`config.mk`:
```
export PLATFORM = sky130hd
export DESIGN_NAME = rc4_key_search_sequencer_flat
export DESIGN_NICKNAME = d
export VERILOG_FILES = /design/src/rtl/rc4_key_search_sequencer_pkg.sv /design/src/rtl/rc4_key_search_sequencer_if.sv /design/src/rtl/rc4_key_search_sequencer_smem_arbiter.sv /design/src/rtl/rc4_key_search_sequencer.sv /design/src/flat_wrapper.sv
export SDC_FILE = /design/constraint.sdc
export NUM_CORES = 1
export LEC_CHECK = 0
export ABC_AREA = 1
export CORE_ASPECT_RATIO = 1.25
export CORE_MARGIN = 2
export CORE_UTILIZATION = 41
export DETAILED_ROUTE_END_ITERATION = 16
export PLACE_DENSITY_LB_ADDON = 0.1
export SLEW_MARGIN = 10
export SYNTH_ARGS = -nofsm -noshare
export SYNTH_HDL_FRONTEND = slang
export SYNTH_SLANG_ARGS = --single-unit
```
`constraint.sdc`:
```
create_clock -name clk -period 1.9 [get_ports clk]
set_clock_uncertainty 0.15 [all_clocks]
set_input_delay 0.19 -clock clk [delete_from_list [all_inputs] [get_ports clk]]
set_output_delay 0.19 -clock clk [all_outputs]
set_load 0.02 [all_outputs]
```
`src/rtl/rc4_key_search_sequencer_pkg.sv`:
```
// rtl/rc4_key_search_sequencer_pkg.sv - shared types for the RC4 key search sequencer
package rc4_seq_pkg;

  localparam int KEY_BYTES = 3;

  typedef enum logic [3:0] {
    IDLE,
    RST_PHASES,
    INIT_RUN,
    KSA_RUN,
    PRGA_RUN,
    CHECK,
    NEXT_KEY,
    FOUND,
    FAIL
  } state_e;

  typedef enum logic [1:0] {
    NONE,
    INIT,
    KSA,
    PRGA
  } grant_e;

  // Memory ownership follows the RUN state the sequencer is about to occupy.
  function automatic grant_e grant_for(input state_e s);
    case (s)
      INIT_RUN: return INIT;
      KSA_RUN:  return KSA;
      PRGA_RUN: return PRGA;
      default:  return NONE;
    endcase
  endfunction

endpackage

```
`src/rtl/rc4_key_search_sequencer_if.sv`:
```
// rtl/rc4_key_search_sequencer_if.sv - phase handshake, S-memory bus and status bundle
// SEQ_WATCHDOG_EN adds the timeout status bit.
interface rc4_key_search_sequencer_if #(
  parameter int KEY_BITS = 24
);
  logic                start;
  logic                init_finish, ksa_finish, prga_finish;
  logic                prga_valid;
  logic [7:0]          init_addr, ksa_addr, prga_addr;
  logic [7:0]          init_data, ksa_data, prga_data;
  logic                init_wren, ksa_wren, prga_wren;
  logic [7:0]          s_addr;
  logic [7:0]          s_data;
  logic                s_wren;
  logic                init_start, ksa_start, prga_start;
  logic                phase_rst;
  logic [KEY_BITS-1:0] secret_key;
  logic                busy;
  logic                found;
  logic                exhausted;
`ifdef SEQ_WATCHDOG_EN
  logic                timeout;
`endif

  modport master (
    input  start, init_finish, ksa_finish, prga_finish, prga_valid,
           init_addr, ksa_addr, prga_addr, init_data, ksa_data, prga_data,
           init_wren, ksa_wren, prga_wren,
`ifdef SEQ_WATCHDOG_EN
    output timeout,
`endif
    output s_addr, s_data, s_wren, init_start, ksa_start, prga_start,
           phase_rst, secret_key, busy, found, exhausted
  );

  modport slave (
    output start, init_finish, ksa_finish, prga_finish, prga_valid,
           init_addr, ksa_addr, prga_addr, init_data, ksa_data, prga_data,
           init_wren, ksa_wren, prga_wren,
`ifdef SEQ_WATCHDOG_EN
    input  timeout,
`endif
    input  s_addr, s_data, s_wren, init_start, ksa_start, prga_start,
           phase_rst, secret_key, busy, found, exhausted
  );

endinterface

```
`src/rtl/rc4_key_search_sequencer_smem_arbiter.sv`:
```
// rtl/rc4_key_search_sequencer_smem_arbiter.sv - combinational 3:1 S-memory port mux
module rc4_smem_arbiter
  import rc4_seq_pkg::*;
(
  input  grant_e     grant_i,
  input  logic [7:0] init_addr_i, ksa_addr_i, prga_addr_i,
  input  logic [7:0] init_data_i, ksa_data_i, prga_data_i,
  input  logic       init_wren_i, ksa_wren_i, prga_wren_i,
  output logic [7:0] s_addr_o,
  output logic [7:0] s_data_o,
  output logic       s_wren_o
);

  always_comb begin
    s_addr_o = 8'h00;
    s_data_o = 8'h00;
    s_wren_o = 1'b0;
    case (grant_i)
      INIT: begin
        s_addr_o = init_addr_i;
        s_data_o = init_data_i;
        s_wren_o = init_wren_i;
      end
      KSA: begin
        s_addr_o = ksa_addr_i;
        s_data_o = ksa_data_i;
        s_wren_o = ksa_wren_i;
      end
      PRGA: begin
        s_addr_o = prga_addr_i;
        s_data_o = prga_data_i;
        s_wren_o = prga_wren_i;
      end
      default: ;
    endcase
  end

endmodule

```
`src/rtl/rc4_key_search_sequencer.sv`:
```
// rtl/rc4_key_search_sequencer.sv - sequences S-init, KSA and PRGA per candidate key
// SEQ_WATCHDOG_EN enables a per-phase cycle watchdog that aborts to FAIL.
module rc4_key_search_sequencer
  import rc4_seq_pkg::*;
#(
  parameter int                KEY_BITS        = 24,
  parameter logic [KEY_BITS-1:0] KEY_MAX       = 24'h3FFFFF,
  parameter int                WATCHDOG_CYCLES = 4096
) (
  input  logic                            clk,
  input  logic                            reset,
  rc4_key_search_sequencer_if.master      bus
);

  state_e              state_q, state_d;
  grant_e              grant_q;
  logic [KEY_BITS-1:0] key_q, key_d;
  logic                wd_fire;

`ifdef SEQ_WATCHDOG_EN
  logic [15:0] wd_q, wd_d;
  logic        timeout_q, timeout_d;
  logic        in_run;

  assign in_run  = (state_q == INIT_RUN) || (state_q == KSA_RUN) || (state_q == PRGA_RUN);
  assign wd_fire = in_run && (wd_q == 16'(WATCHDOG_CYCLES - 1));
  // Restarts at zero on any state change, so each RUN state gets a fresh budget.
  assign wd_d    = (state_d != state_q) ? 16'd0 : wd_q + 16'd1;

  always_ff @(posedge clk or posedge reset) begin
    if (reset) begin
      wd_q      <= 16'd0;
      timeout_q <= 1'b0;
    end else begin
      wd_q      <= wd_d;
      timeout_q <= timeout_d;
    end
  end

  assign bus.timeout = timeout_q;
`else
  assign wd_fire = 1'b0;
`endif

  always_ff @(posedge clk or posedge reset) begin
    if (reset) begin
      state_q <= IDLE;
      grant_q <= NONE;
      key_q   <= '0;
    end else begin
      state_q <= state_d;
      grant_q <= grant_for(state_d);
      key_q   <= key_d;
    end
  end

  always_comb begin
    state_d        = state_q;
    key_d          = key_q;
    bus.phase_rst  = 1'b0;
    bus.init_start = 1'b0;
    bus.ksa_start  = 1'b0;
    bus.prga_start = 1'b0;
`ifdef SEQ_WATCHDOG_EN
    timeout_d      = timeout_q;
`endif
    case (state_q)
      IDLE, FOUND, FAIL: begin
        if (bus.start) begin
          state_d = RST_PHASES;
          key_d   = '0;
`ifdef SEQ_WATCHDOG_EN
          timeout_d = 1'b0;
`endif
        end
      end
      RST_PHASES: begin
        bus.phase_rst = 1'b1;
        state_d       = INIT_RUN;
      end
      INIT_RUN: begin
        bus.init_start = 1'b1;
        if (bus.init_finish) state_d = KSA_RUN;
      end
      KSA_RUN: begin
        bus.ksa_start = 1'b1;
        if (bus.ksa_finish) state_d = PRGA_RUN;
      end
      PRGA_RUN: begin
        bus.prga_start = 1'b1;
        if (bus.prga_finish) state_d = CHECK;
      end
      CHECK: begin
        if (bus.prga_valid)      state_d = FOUND;
        else if (key_q == KEY_MAX) state_d = FAIL;
        else                     state_d = NEXT_KEY;
      end
      NEXT_KEY: begin
        key_d   = key_q + 1'b1;
        state_d = RST_PHASES;
      end
      default: state_d = IDLE;
    endcase
    // The phase's own finish wins a tie with the watchdog limit.
    if (wd_fire && (state_d == state_q)) begin
      state_d = FAIL;
`ifdef SEQ_WATCHDOG_EN
      timeout_d = 1'b1;
`endif
    end
  end

  assign bus.secret_key = key_q;
  assign bus.busy       = !((state_q == IDLE) || (state_q == FOUND) || (state_q == FAIL));
  assign bus.found      = (state_q == FOUND);
  assign bus.exhausted  = (state_q == FAIL);

  rc4_smem_arbiter u_arb (
    .grant_i     (grant_q),
    .init_addr_i (bus.init_addr),
    .ksa_addr_i  (bus.ksa_addr),
    .prga_addr_i (bus.prga_addr),
    .init_data_i (bus.init_data),
    .ksa_data_i  (bus.ksa_data),
    .prga_data_i (bus.prga_data),
    .init_wren_i (bus.init_wren),
    .ksa_wren_i  (bus.ksa_wren),
    .prga_wren_i (bus.prga_wren),
    .s_addr_o    (bus.s_addr),
    .s_data_o    (bus.s_data),
    .s_wren_o    (bus.s_wren)
  );

endmodule

```
`src/flat_wrapper.sv`:
```
// flat-port wrapper written by rule: the top's interface ports become plain ports
module rc4_key_search_sequencer_flat import rc4_seq_pkg::*;
#(
  parameter int                KEY_BITS        = 24,
  parameter logic [KEY_BITS-1:0] KEY_MAX       = 24'h3FFFFF,
  parameter int                WATCHDOG_CYCLES = 4096
)
  (clk, reset, bus_start, bus_init_finish, bus_ksa_finish, bus_prga_finish, bus_prga_valid, bus_init_addr, bus_ksa_addr, bus_prga_addr, bus_init_data, bus_ksa_data, bus_prga_data, bus_init_wren, bus_ksa_wren, bus_prga_wren, bus_s_addr, bus_s_data, bus_s_wren, bus_init_start, bus_ksa_start, bus_prga_start, bus_phase_rst, bus_secret_key, bus_busy, bus_found, bus_exhausted);
  rc4_key_search_sequencer_if #(.KEY_BITS(KEY_BITS)) bus_i ();
  input  logic clk;
  input  logic reset;
  input wire logic [$bits(bus_i.start)-1:0] bus_start;
  input wire logic [$bits(bus_i.init_finish)-1:0] bus_init_finish;
  input wire logic [$bits(bus_i.ksa_finish)-1:0] bus_ksa_finish;
  input wire logic [$bits(bus_i.prga_finish)-1:0] bus_prga_finish;
  input wire logic [$bits(bus_i.prga_valid)-1:0] bus_prga_valid;
  input wire logic [$bits(bus_i.init_addr)-1:0] bus_init_addr;
  input wire logic [$bits(bus_i.ksa_addr)-1:0] bus_ksa_addr;
  input wire logic [$bits(bus_i.prga_addr)-1:0] bus_prga_addr;
  input wire logic [$bits(bus_i.init_data)-1:0] bus_init_data;
  input wire logic [$bits(bus_i.ksa_data)-1:0] bus_ksa_data;
  input wire logic [$bits(bus_i.prga_data)-1:0] bus_prga_data;
  input wire logic [$bits(bus_i.init_wren)-1:0] bus_init_wren;
  input wire logic [$bits(bus_i.ksa_wren)-1:0] bus_ksa_wren;
  input wire logic [$bits(bus_i.prga_wren)-1:0] bus_prga_wren;
  output wire logic [$bits(bus_i.s_addr)-1:0] bus_s_addr;
  output wire logic [$bits(bus_i.s_data)-1:0] bus_s_data;
  output wire logic [$bits(bus_i.s_wren)-1:0] bus_s_wren;
  output wire logic [$bits(bus_i.init_start)-1:0] bus_init_start;
  output wire logic [$bits(bus_i.ksa_start)-1:0] bus_ksa_start;
  output wire logic [$bits(bus_i.prga_start)-1:0] bus_prga_start;
  output wire logic [$bits(bus_i.phase_rst)-1:0] bus_phase_rst;
  output wire logic [$bits(bus_i.secret_key)-1:0] bus_secret_key;
  output wire logic [$bits(bus_i.busy)-1:0] bus_busy;
  output wire logic [$bits(bus_i.found)-1:0] bus_found;
  output wire logic [$bits(bus_i.exhausted)-1:0] bus_exhausted;
  assign bus_i.start = bus_start;
  assign bus_i.init_finish = bus_init_finish;
  assign bus_i.ksa_finish = bus_ksa_finish;
  assign bus_i.prga_finish = bus_prga_finish;
  assign bus_i.prga_valid = bus_prga_valid;
  assign bus_i.init_addr = bus_init_addr;
  assign bus_i.ksa_addr = bus_ksa_addr;
  assign bus_i.prga_addr = bus_prga_addr;
  assign bus_i.init_data = bus_init_data;
  assign bus_i.ksa_data = bus_ksa_data;
  assign bus_i.prga_data = bus_prga_data;
  assign bus_i.init_wren = bus_init_wren;
  assign bus_i.ksa_wren = bus_ksa_wren;
  assign bus_i.prga_wren = bus_prga_wren;
  assign bus_s_addr = bus_i.s_addr;
  assign bus_s_data = bus_i.s_data;
  assign bus_s_wren = bus_i.s_wren;
  assign bus_init_start = bus_i.init_start;
  assign bus_ksa_start = bus_i.ksa_start;
  assign bus_prga_start = bus_i.prga_start;
  assign bus_phase_rst = bus_i.phase_rst;
  assign bus_secret_key = bus_i.secret_key;
  assign bus_busy = bus_i.busy;
  assign bus_found = bus_i.found;
  assign bus_exhausted = bus_i.exhausted;
  rc4_key_search_sequencer #(.KEY_BITS(KEY_BITS), .KEY_MAX(KEY_MAX), .WATCHDOG_CYCLES(WATCHDOG_CYCLES)) u_core (.clk(clk), .reset(reset), .bus(bus_i));
endmodule
```
======== After elaboration in Yosys (flattened, before gate mapping) ========
Index checks and enable logic that the tools add are counted.
cells by class
  add/subtract/negate cells ............... 1
  multipliers ............................. 0
  divide/modulo/power cells ............... 0
  order comparisons ....................... 0
  equality and inequality tests ........... 16
  shift operators ......................... 0
  mux-type cells .......................... 17
  bitwise gates (word level) .............. 0
  reductions and logical operators ........ 7
operators by type and width
  operator                                         count
  one-hot mux 24 bit (2 select lines)              1
  one-hot mux 8 bit (3 select lines)               2
  one-hot mux 4 bit (7 select lines)               1
  adder 24 x 1 -> 24 bit, second input constant    1
  == test 24 x 22 -> 1 bit, second input constant  1
  two-way mux 24 bit                               1
  two-way mux 4 bit                                6
  == test 4 x 3 -> 1 bit, second input constant    5
  == test 4 x 2 -> 1 bit, second input constant    4
  one-hot mux 2 bit (3 select lines)               1
  == test 2 bit, second input constant             2
  == test 4 x 1 -> 1 bit, second input constant    1
  == test 4 bit, second input constant             1
  zero test 4 bit                                  1
  two-way mux 1 bit                                4
  one-hot mux 1 bit (3 select lines)               1
  OR reduction 3 bit                               1
  == test 2 x 1 -> 1 bit, second input constant    1
  logical OR 1 bit                                 2
  != test 2 bit, second input constant             1
  AND reduction 2 bit                              1
  nonzero test 2 bit                               1
  zero test 1 bit                                  1
storage, ports and cells
  register bits ........................... 30
  bits in latches ......................... 0
  bits in writable memories ............... 0
  ROM bits ................................ 0
  input bits .............................. 58
  output and inout port bits .............. 48
  logic and storage cells ................. 44
  memories kept ........................... 0

======== Depth between registers and ports, before layout ========
Gate-level depths: netlist of run 1.
  word-level depth ........................ 6
  gate-level depth with buffers ........... 12
  gate-level depth less buffers ........... 12

======== Modules after synthesis ========
A second synthesis of run 1 with hierarchy kept.
second synthesis, totals
  cells, all modules ...................... 338
  area total of the unflattened synthesis .. 2478.6 sq um
modules (own cells, without submodules)
  module                    instances  cells each  area each (sq um)  seq. area each (sq um)
  rc4_key_search_sequencer  1          258         1848.0             750.7
  rc4_smem_arbiter          1          80          630.6              0.0

======== Least setup slack after synthesis of run 1 ========
OpenSTA, ideal clock, no wires.
  path kind ............................... reg-to-reg
  start ................................... register u_core.key_q[1], in the netlist u_core.bus.secret_key[1]
  end ..................................... register u_core.grant_q[1]
  setup time .............................. 0.117 ns
  arrival time ............................ 1.448 ns
  path slack .............................. 0.185 ns
  cell stages (with the launch flop) ...... 13
  cell sequence ........................... dfrtp_1 ha_1 nand2_2 nor2_1 nand2_1 nor2_2 nand2_1 nand2_2 nand2_2 nand2_1 inv_1 nand2_1 nand2_1
on the way
  longest elaborated chain between the ends .. 6
  elaborated cells on any way between the ends .. 8
  classes of those cells .................. 4 x eq/ne; 4 x mux
RTL lines
  element                                                                  line                                RTL
  start: declaration                                                       rc4_key_search_sequencer.sv:17      logic [KEY_BITS-1:0] key_q, key_d;
  start signal: assignment                                                 rc4_key_search_sequencer.sv:53      key_q <= key_d;
  == test 24 x 22 -> 1 bit *                                               rc4_key_search_sequencer.sv:95      else if (key_q == KEY_MAX) state_d = FAIL;
  two-way mux 4 bit *                                                      rc4_key_search_sequencer.sv:95
  two-way mux 4 bit *                                                      rc4_key_search_sequencer.sv:94      if (bus.prga_valid) state_d = FOUND;
  one-hot mux 4 bit (7 select lines) *                                     rc4_key_search_sequencer.sv:67      case (state_q)
  net u_core.state_d[1]                                                    rc4_key_search_sequencer.sv:15      state_e state_q, state_d;
  == test 4 x 3 -> 1 bit / == test 4 x 2 -> 1 bit (equally long branches)  rc4_key_search_sequencer_pkg.sv:27  case (s)
  one-hot mux 2 bit (3 select lines) *                                     rc4_key_search_sequencer_pkg.sv:27
  end signal: assignment                                                   rc4_key_search_sequencer.sv:52      grant_q <= grant_for(state_d);
  end: declaration                                                         rc4_key_search_sequencer.sv:16      grant_e grant_q;
Mark *: on every way through the listed nets, which the timed path passes. The rest lies on a longest branch.
A chain may end at the register's enable or synchronous reset.

======== Worst setup path in the final report of run 1 ========
  start ................................... register u_core.state_q[0]
  end ..................................... output port bus_prga_start
on the way
  longest elaborated chain between the ends .. 2
RTL lines
  element                   line                            RTL
  start: declaration        rc4_key_search_sequencer.sv:15
  start signal: assignment  rc4_key_search_sequencer.sv:51  state_q <= state_d;
  == test 4 x 3 -> 1 bit    rc4_key_search_sequencer.sv:67
  two-way mux 1 bit         rc4_key_search_sequencer.sv:67
  end: declaration          flat_wrapper.sv:31              output wire logic [$bits(bus_i.prga_start)-1:0] bus_prga_start;
No other way between the ends.

==> flow_summary_export.csv, run 1 <==
group,metric,value,unit
clock_network,clk_path_buf_depth,2,
timing,fin_crit,1.81,ns
detailed_routing,detailedRoute.firstIterationViolations,82,
layout,layout_commonest_cell,"nand2_1",
setup_path,critPathTopFamily,"buffers and inverters",
setup_path,worstSetupPathType,"flop to primary output",
grt,grt_pass1_wl,11.4,mm
timing,slew_headroom,75.5,%
detailed_routing,route.met3.wl,374,um
detailed_routing,drtAntennaViolNets,0,
timing,final.setup.worst_slack,0.0940,ns
layout,mostFrequentLayoutCells,"nand2_1 (103), clkdlybuf4s50_1 (81), nand3_1 (52), inv_1 (40), nor2_1 (32)",
logic_synthesis,syn_avg_cell_area,6.46,sq um
floorplan,ios,106,
floorplan,die_x,69.9,um
layout,antenna_cells_inserted,0,
clock_network,postCtsHoldBufs,0,
clock_network,cts_tree,"built",
min_path,min_path_type,"primary input to async pin",
clock_network,cts.htree.levels,2,
setup_path,startpoint_type,"flop",
place,place_hpwl,5.52,mm
setup_path,cp_max_fo,4,
setup_path,path_cells,"buf_4, nor2_4, inv_1, nor2_1, dlygate4sd2_1",
floorplan,start_util,41.7,%
timing,setup_violations,0,
logic_synthesis,ys_seq_elements,30,
pwr,p_leak,1.60,nW
logic_synthesis,yosysWarnings,0,
floorplan,die_h,86.3,um
setup_path,slowest_stage,"dfrtp_1",
place,dpl_cell_area,3370,sq um
detailed_routing,drt_wl_total,6.94,mm
logic_synthesis,synth_cells,344,
pwr,power.density,885,nW/um^2
setup_path,slowest_delay,0.41,ns
grt,track_usage,23.1,%
setup_path,crit_start,"u_core.state_q[0]",
logic_synthesis,synth_area,2220,sq um
detailed_routing,dr_wl_met2,3.61,mm
timing,tightest_slew,0.368,ns
layout,area_growth,56.3,%
layout,drive_above_1_share,13.2,%
layout,fin_nets,521,
timing,setup-tns-final,0,ns
detailed_routing,top_layer,"met4",
detailed_routing,dr.pass1.iters,4,
clock_network,numCtsBuffers,5,
detailed_routing,drc,0,
logic_synthesis,syn_nets,403,
floorplan,die-area,6030,sq um
grt,grt_antenna_before_repair,0,
logic_synthesis,ys_types,31,
detailed_routing,drt-vias-per-instance,5.01,
clock_network,clock-root-buffer,"clkbuf_8",
place,portBuffers,105,
floorplan,core_area,5330,sq um
setup_path,cp-end-kind,"primary output",
clock_network,path_clk_slew,0.07,ns
place,globalplace.congestion,0.879,
grt,grt_max_degree,31,
layout,fillerInstances,500,
timing,period_share,95.1,%
layout,final_area,3470,sq um
pwr,totalPowerFinal,3.07,mW
setup_path,rr_startpoint,"u_core.bus.secret_key[0]",
timing,max_freq,554,MHz
clock_network,clk_latency,0.28,ns
detailed_routing,vias,2638,
pwr,ir_worst_vdd,497,uV
clock_network,clock_sinks,30,
timing,hold_viol,0,
setup_path,worstPathRequired,1.56,ns
floorplan,placementRows,30,
job,maxCapViolations,0,
outcome,outcome,"finished clean",
place,preCtsSetupSlack,-0.0954,ns
detailed_routing,routedLengthMet1,2.80,mm
detailed_routing,wl_per_cell,13.2,um
logic_synthesis,seq_area_frac_synth,33.8,%
setup_path,path_buf_inv,3,
setup_path,critPathArrivalTime,1.47,ns
timing,maxSlewViolCount,0,
grt,grt_pass1_vias,2451,
grt,grt_overflow,0,
## sequential cells by signal, summed over array words and instances, names as in the netlist
| register | count |
|---|---|
| u_core.grant_q | 2 |
| u_core.bus.secret_key | 24 |
| u_core.state_q | 4 |
## Yosys cell counts
cell	n	share of area, %
inv_4	1	0.28
o21ai_2	1	0.39
or2_0	1	0.28
o32ai_1	2	0.79
inv_1	40	6.8
nor3b_1	1	0.34
o21a_1	1	0.34
mux2i_1	3	1.4
nand2_2	8	2.3
clkbuf_1	3	0.51
nand4_1	5	1.4
buf_6	2	1.0
inv_2	3	0.51
nor3_1	11	2.5
ha_1	1	0.56
nor3_2	1	0.45
nand2_1	103	17
nand3_2	2	0.90
o21ai_0	11	2.5
a21oi_1	10	2.3
nand3b_1	1	0.34
o21ai_1	1	0.22
nor2_1	35	5.9
clkinv_1	1	0.17
nand3_1	52	12
dfrtp_1	30	34
buf_2	3	0.68
nand2_4	1	0.51
nor2_4	5	2.5
nor2_2	4	1.1
a22oi_1	1	0.34
## area by class of cell
type / count / area, sq um / share of cell area, %
flip-flops and latches: 30 / 751 / 21.6
inverters: 45 / 176 / 5.08
clock buffers: 6 / 82.6 / 2.38
repair buffers: 119 / 1100 / 31.6
clock inverters: 2 / 12.5 / 0.360
well taps: 64 / 80.1 / 2.30
multi-input cells: 261 / 1270 / 36.7
## worst register-to-register path: stages, from the launching register on
cell and delay [ns]:
dfrtp_1 0.37, ha_1 0.20, nand2_2 0.10, inv_1 0.09
nand2_1 0.08, nor2_4 0.13, nand3_2 0.14, nor2_4 0.14
nand2_1 0.10, nor2_1 0.10, a21oi_1 0.05
## cell families after synthesis
logic type	synth area share (%)
AOI/OAI and AO/OA	6.81
buffers and inverters	9.90
adders and majority gates	0.563
muxes	1.35
DFF	33.8
and+or+nand+nor	47.6
## through the flow
stage / cells / hold WS [ns] / util, %
finish: 527 / 0.146 / 65.2
global route: 527 / 0.195 / 65.2
CTS: 523 / 0.162 / 64.8
detailed placement: 513 / 0.379 / 63.1
global placement: 513 / 0.366 / 63.1
floorplan: 344 / 0.131 / -
## power by group
| part | switching [mW] | total, mW | internal [mW] | leakage (nW) |
|---|---|---|---|---|
| logic | 1.07 | 1.77 | 0.693 | 1.14 |
| registers | 0.0663 | 0.775 | 0.708 | 0.412 |
| clock network | 0.241 | 0.532 | 0.291 | 0.0472 |
## worst paths after layout
kind	endpoint	cells past startpoint	slack, ns
min	u_core.grant_q[0]	3	0.15
min in group clk	u_core.bus.secret_key[15]	1	0.39
max in group asynchronous	u_core.bus.secret_key[11]	3	1.19
min reg2reg	u_core.bus.secret_key[15]	1	0.39
max	bus_prga_start	5	0.09
max reg2reg	u_core.bus.secret_key[18]	10	0.13
## routing by layer
layer  GRT usage, %  vias to the layer above
met3           3.72                       14
li1               -                     1341
met1           27.8                     1202
met2           42.3                       81
met5              0                        -
met4           6.82                        0
## timing repair
action,CTS,global route
buffers inserted,2,4
pin swaps,0,2
setup endpoints to repair,24,33
cloned,0,0
resized for setup,27,29
Note: power is estimated with default switching activity, not from simulation.
==> run 2, diff against run 1 <==
--- a/config.mk
+++ b/config.mk
@@ -6,11 +6,13 @@
 export NUM_CORES = 1
 export LEC_CHECK = 0
 export ABC_AREA = 1
+export CAP_MARGIN = 0
 export CORE_ASPECT_RATIO = 1.25
 export CORE_MARGIN = 2
 export CORE_UTILIZATION = 41
 export DETAILED_ROUTE_END_ITERATION = 16
 export PLACE_DENSITY_LB_ADDON = 0.1
+export REMOVE_ABC_BUFFERS = 1
 export SLEW_MARGIN = 10
 export SYNTH_ARGS = -nofsm -noshare
 export SYNTH_HDL_FRONTEND = slang
==> constraint.sdc (replaced) <==
create_clock -name clk -period 1.71 [get_ports clk]
set_clock_uncertainty 0.15 [all_clocks]
set_input_delay 0.171 -clock clk [delete_from_list [all_inputs] [get_ports clk]]
set_output_delay 0.171 -clock clk [all_outputs]
set_load 0.02 [all_outputs]
==> flow_summary_export.csv, run 2 (synthesis results as in run 1) <==
group,metric,value,unit
pwr,power.internal,2.07,mW
setup_path,slowest_stage,"dfrtp_1",
timing,tightest_slew,0.388,ns
setup_path,crit_top_cell,"nor2_4",
setup_path,slowest_delay,0.42,ns
place,preCtsSetupSlack,-0.109,ns
layout,area_growth,65.9,%
detailed_routing,drt-vias-per-instance,5.00,
setup_path,critPathTopFamily,"simple AND/OR/NAND/NOR gates",
timing,hold_viol,0,
outcome,outcome,"finished with violations",
clock_network,numCtsBuffers,5,
place,dpl_cell_area,3510,sq um
detailed_routing,drtAntennaViolNets,0,
setup_path,startpoint_type,"flop",
min_path,min_path_type,"primary input to async pin",
detailed_routing,drc,0,
place,portBuffers,105,
pwr,ir_worst_vdd,568,uV
floorplan,die_h,86.3,um
clock_network,cts_tree,"built",
grt,grt_antenna_before_repair,0,
setup_path,path_buf_inv,2,
grt,grt_max_degree,31,
timing,maxSlewViolCount,0,
pwr,combPwrFrac,60.6,%
pwr,seq_power_share,23.4,%
layout,largest_register_ffs,24,
timing,fin_crit,1.72,ns
detailed_routing,vias,2719,
grt,grt_pass1_wl,11.4,mm
pwr,p_leak,1.76,nW
setup_path,critPathArrivalTime,1.74,ns
pwr,p_sw,1.62,mW
setup_path,path_cells,"inv_2, nor2_4, buf_6, nand2_4, nor2_4, nand3_4, nor2_4, nand2_2, nor2_1, a21oi_1",
detailed_routing,drt_wl_total,7.20,mm
floorplan,die-area,6030,sq um
setup_path,rrSetupSlack,-0.005,ns
floorplan,placementRows,30,
setup_path,cp_max_fo,7,
layout,mostFrequentLayoutCells,"nand2_1 (98), clkdlybuf4s50_1 (77), nand3_1 (50), inv_1 (38), buf_4 (30)",
grt,grt_pass1_vias,2547,
detailed_routing,detailedRoute.firstIterationViolations,146,
pwr,p_sw_share,44.0,%
grt,grt_overflow,0,
layout,antenna_cells_inserted,0,
place,place_hpwl,5.61,mm
clock_network,clock_sinks,30,
clock_network,clk_latency,0.28,ns
layout,final_area,3690,sq um
pwr,power.density,1000,nW/um^2
timing,final.setup.worst_slack,-0.00527,ns
timing,grt_setup_unrepaired,"true",
clock_network,clk_path_buf_depth,2,
setup_path,cp-end-kind,"flop",
layout,layout_commonest_cell,"nand2_1",
clock_network,clock-root-buffer,"clkbuf_8",
clock_network,postCtsHoldBufs,0,
floorplan,core_area,5330,sq um
floorplan,start_util,41.7,%
grt,track_usage,23.3,%
setup_path,worstPathRequired,1.73,ns
pwr,power.share.clock,16.0,%
layout,fillerInstances,468,
outcome,violations,"setup timing",
timing,period_share,100,%
floorplan,die_x,69.9,um
layout,fin_nets,538,
job,maxCapViolations,0,
timing,max_freq,583,MHz
layout,drive_above_1_share,23.5,%
clock_network,path_clk_slew,0.06,ns
detailed_routing,wl_per_cell,13.2,um
detailed_routing,dr.pass1.iters,5,
place,globalplace.congestion,0.956,
timing,slew_headroom,74.1,%
setup_path,worstSetupPathType,"flop to flop",
clock_network,cts.htree.levels,2,
layout,final_core_utilization,69.2,%
timing,setup_violations,2,
floorplan,ios,106,
pwr,totalPowerFinal,3.69,mW
-- run 2: cell count changes in the layout (fill, tap and decap cells not counted), sizes merged --
cell	delta
clkdlybuf4s50	-4
dlygate4sd2	-10
clkbuf	-5
dlymetal6s2s	+3
clkinv	-1
inv	+1
clkdlybuf4s15	-4
buf	+38
clkinvlp	-1
-- run 2: per-layer routing --
| layer | GRT usage, % | up-vias | routed length (um) |
|---|---|---|---|
| li1 | - | 1378 | - |
| met1 | 27.3 | 1234 | 2880 |
| met2 | 42.3 | 85 | 3720 |
| met3 | 4.53 | 22 | 367 |
| met4 | 8.39 | 0 | 226 |
| met5 | 0 | - | 0 |
-- run 2: final timing paths --
kind | start | depth (start not counted) | end
worst max-delay path | u_core.state_q[2] | 10 | u_core.bus.secret_key[18]
worst min register to register | u_core.bus.secret_key[10] | 1 | u_core.bus.secret_key[10]
worst min-delay path | reset | 3 | u_core.bus.secret_key[17]
max in group asynchronous | reset | 3 | u_core.grant_q[1]
worst max register to register | u_core.state_q[2] | 10 | u_core.bus.secret_key[18]
min in group clk | u_core.bus.secret_key[10] | 1 | u_core.bus.secret_key[10]
-- run 2: layout make-up --
cell class / count / area, sq um / area share, %
multi-input cells: 261 / 1360 / 37.0
repair buffers: 136 / 1230 / 33.3
flip-flops and latches: 30 / 753 / 20.4
inverters: 45 / 171 / 4.65
clock buffers: 7 / 86.3 / 2.34
well taps: 64 / 80.1 / 2.17
clock inverters: 1 / 5.00 / 0.136
-- run 2: timing repair --
action	CTS	global route
setup buffers	2	5
gates cloned	1	0
gates resized for setup	94	53
endpoints found under the setup margin	28	44
pin swaps	1	10
-- run 2: stage by stage --
stage | hold WS, ns | instances | setup TNS (ns)
after floorplan | 0.112 | 336 | -2.27
after global placement | 0.363 | 529 | -1.21
after detailed placement | 0.367 | 529 | -1.64
after CTS | 0.148 | 540 | 0
after global routing | 0.161 | 544 | -0.623
final | 0.135 | 544 | -0.00659
-- run 2: worst register-to-register path, stage by stage, from the launching register on --
cell     delay, ns
dfrtp_1       0.42
inv_2         0.07
nor2_4        0.16
buf_6         0.12
nand2_4       0.08
nor2_4        0.15
nand3_4       0.09
nor2_4        0.16
nand2_2       0.07
nor2_1        0.09
a21oi_1       0.05
-- run 2: power by group through the flow --
stage	logic (mW)	clock network, mW	registers, mW
finish	2.24	0.589	0.865
global route	2.45	0.623	0.877
CTS	2.13	0.602	0.856
detailed placement	2.25	0	0.860
global placement	2.22	0	0.856
floorplan	1.06	0	0.939
==> run 3, diff against run 2 <==
--- a/config.mk
+++ b/config.mk
@@ -9,8 +9,9 @@
 export CAP_MARGIN = 0
 export CORE_ASPECT_RATIO = 1.25
 export CORE_MARGIN = 2
-export CORE_UTILIZATION = 41
+export CORE_UTILIZATION = 37
 export DETAILED_ROUTE_END_ITERATION = 16
+export GPL_ROUTABILITY_DRIVEN = 0
 export PLACE_DENSITY_LB_ADDON = 0.1
 export REMOVE_ABC_BUFFERS = 1
 export SLEW_MARGIN = 10
==> constraint.sdc (replaced) <==
create_clock -name clk -period 1.39 [get_ports clk]
set_clock_uncertainty 0.15 [all_clocks]
set_input_delay 0.139 -clock clk [delete_from_list [all_inputs] [get_ports clk]]
set_output_delay 0.139 -clock clk [all_outputs]
set_load 0.02 [all_outputs]
==> flow_summary_export.csv, run 3 (synthesis results as in run 1) <==
group,metric,value,unit
outcome,outcome,"finished with violations",
setup_path,cp-end-kind,"flop",
timing,slew_headroom,72.1,%
layout,fin_nets,608,
pwr,totalPowerFinal,5.76,mW
detailed_routing,dr.pass1.iters,4,
detailed_routing,wl_per_cell,15.2,um
layout,layout_commonest_cell,"nand2_1",
layout,fillerInstances,405,
clock_network,clock_sinks,30,
pwr,p_sw_share,44.5,%
timing,max_freq,545,MHz
pwr,seq_power_share,18.9,%
layout,largest_register_ffs,24,
layout,final_area,4610,sq um
pwr,power.share.clock,11.7,%
timing,fin_crit,1.83,ns
detailed_routing,detailedRoute.firstIterationViolations,116,
clock_network,numCtsBuffers,5,
layout,drive_above_1_share,46.8,%
clock_network,clock-root-buffer,"clkbuf_8",
pwr,power.density,1250,nW/um^2
min_path,min_path_type,"primary input to async pin",
grt,track_usage,26.2,%
grt,grt_max_degree,31,
detailed_routing,drt-vias-per-instance,5.11,
floorplan,placementRows,31,
layout,antenna_cells_inserted,0,
timing,setup_violations,54,
timing,tightest_slew,0.418,ns
floorplan,die_x,73.3,um
clock_network,cts.htree.levels,2,
grt,grt_pass1_vias,3044,
timing,period_share,132,%
layout,area_growth,108,%
place,portBuffers,105,
floorplan,die_h,90.7,um
setup_path,rrSetupSlack,-0.44,ns
timing,setup-tns-final,-14.72,ns
floorplan,ios,106,
grt,grt_pass1_wl,14.0,mm
setup_path,startpoint_type,"flop",
floorplan,core_area,5820,sq um
timing,maxSlewViolCount,0,
timing,final.setup.worst_slack,-0.444,ns
clock_network,path_clk_slew,0.06,ns
detailed_routing,vias,3142,
outcome,violations,"setup timing",
clock_network,clk_path_buf_depth,2,
pwr,combPwrFrac,69.4,%
setup_path,worstPathRequired,1.42,ns
floorplan,start_util,38.2,%
detailed_routing,drc,0,
detailed_routing,drt_wl_total,9.34,mm
clock_network,clk_latency,0.29,ns
layout,mostFrequentLayoutCells,"nand2_1 (79), buf_4 (70), clkdlybuf4s50_1 (57), buf_6 (53), nand3_1 (47)",
setup_path,cp_max_fo,4,
grt,grt_antenna_before_repair,0,
pwr,power.internal,3.20,mW
setup_path,critPathArrivalTime,1.86,ns
job,maxCapViolations,0,
pwr,p_sw,2.56,mW
pwr,ir_worst_vdd,689,uV
floorplan,die-area,6650,sq um
place,dpl_cell_area,3870,sq um
clock_network,cts_tree,"built",
grt,grt_overflow,0,
timing,grt_setup_unrepaired,"true",
setup_path,worstSetupPathType,"flop to flop",
clock_network,postCtsHoldBufs,0,
timing,hold_viol,0,
place,place_hpwl,5.94,mm
pwr,p_leak,2.20,nW
detailed_routing,drtAntennaViolNets,0,
run 3: cell types whose count changed in the layout (fill, tap and decap cells not counted), sizes merged:
cell           change
clkdlybuf4s15      +3
buf               +87
clkbuf             -1
inv                -1
dlymetal6s2s       -3
dlygate4sd2        +3
clkinv             +1
clkdlybuf4s50     -20
run 3: through the flow:
| step | utilization (%) | hold WS (ns) | worst slack, ns | cells |
|---|---|---|---|---|
| 6_report | 79.3 | 0.0601 | -0.444 | 615 |
| 5_1_grt | 79.3 | 0.0881 | -0.534 | 615 |
| 4_1_cts | 74.4 | 0.0445 | -0.300 | 601 |
| 3_5_place_dp | 66.5 | 0.351 | -0.392 | 578 |
| 3_3_place_gp | 66.5 | 0.345 | -0.353 | 578 |
| 2_1_floorplan | - | 0.0798 | -0.427 | 336 |
run 3: path summary, 6_finish.rpt:
| check | start | end | cells after the start |
|---|---|---|---|
| worst max-delay path | u_core.state_q[3] | u_core.grant_q[0] | 9 |
| worst min-delay path | reset | u_core.bus.secret_key[20] | 3 |
| worst max register to register | u_core.state_q[3] | u_core.grant_q[0] | 9 |
| worst min register to register | u_core.bus.secret_key[10] | u_core.bus.secret_key[10] | 2 |
| max in group asynchronous | reset | u_core.state_q[1] | 3 |
| min in group clk | u_core.bus.secret_key[10] | u_core.bus.secret_key[10] | 2 |
run 3: per-layer routing:
metal  GRT usage [%]  vias up  wire (um)
met4            8.18        0        198
met2            49.9      137       5110
met3            5.92       21        637
li1                -     1513          -
met5               0        -          0
met1            27.4     1471       3390
run 3: final cells by class:
class	count	area (sq um)	area share, %
Tap cell	66	82.6	1.79
Multi-Input combinational cell	261	1610	34.8
Inverter	45	188	4.07
Clock buffer	7	76.3	1.65
Timing Repair Buffer	205	1900	41.1
Timing Repair inverter	1	11.3	0.244
Sequential cell	30	753	16.3
run 3: worst max-delay path: stages, from the launching register on:
cell and delay [ns]:
dfrtp_2 0.45, inv_1 0.16, nand2_1 0.15, buf_4 0.17, nor3_4 0.18, nand2_2 0.12, nand2_2 0.11, nor2_1 0.06
nand2_1 0.10, nand2_1 0.07
run 3: repair_timing:
action,4_1_cts,5_1_grt
cloned,2,0
endpoints found under the setup margin,78,70
gates resized for setup,279,101
buffers inserted,16,18
pin swaps,17,22
run 3: power by group through the flow:
stage	Combinational, mW	Clock, mW	Sequential [mW]
floorplan	1.31	0	1.16
global placement	2.77	0	1.05
detailed placement	2.78	0	1.05
CTS	3.46	0.680	1.07
global route	4.26	0.709	1.10
finish	4.00	0.676	1.09
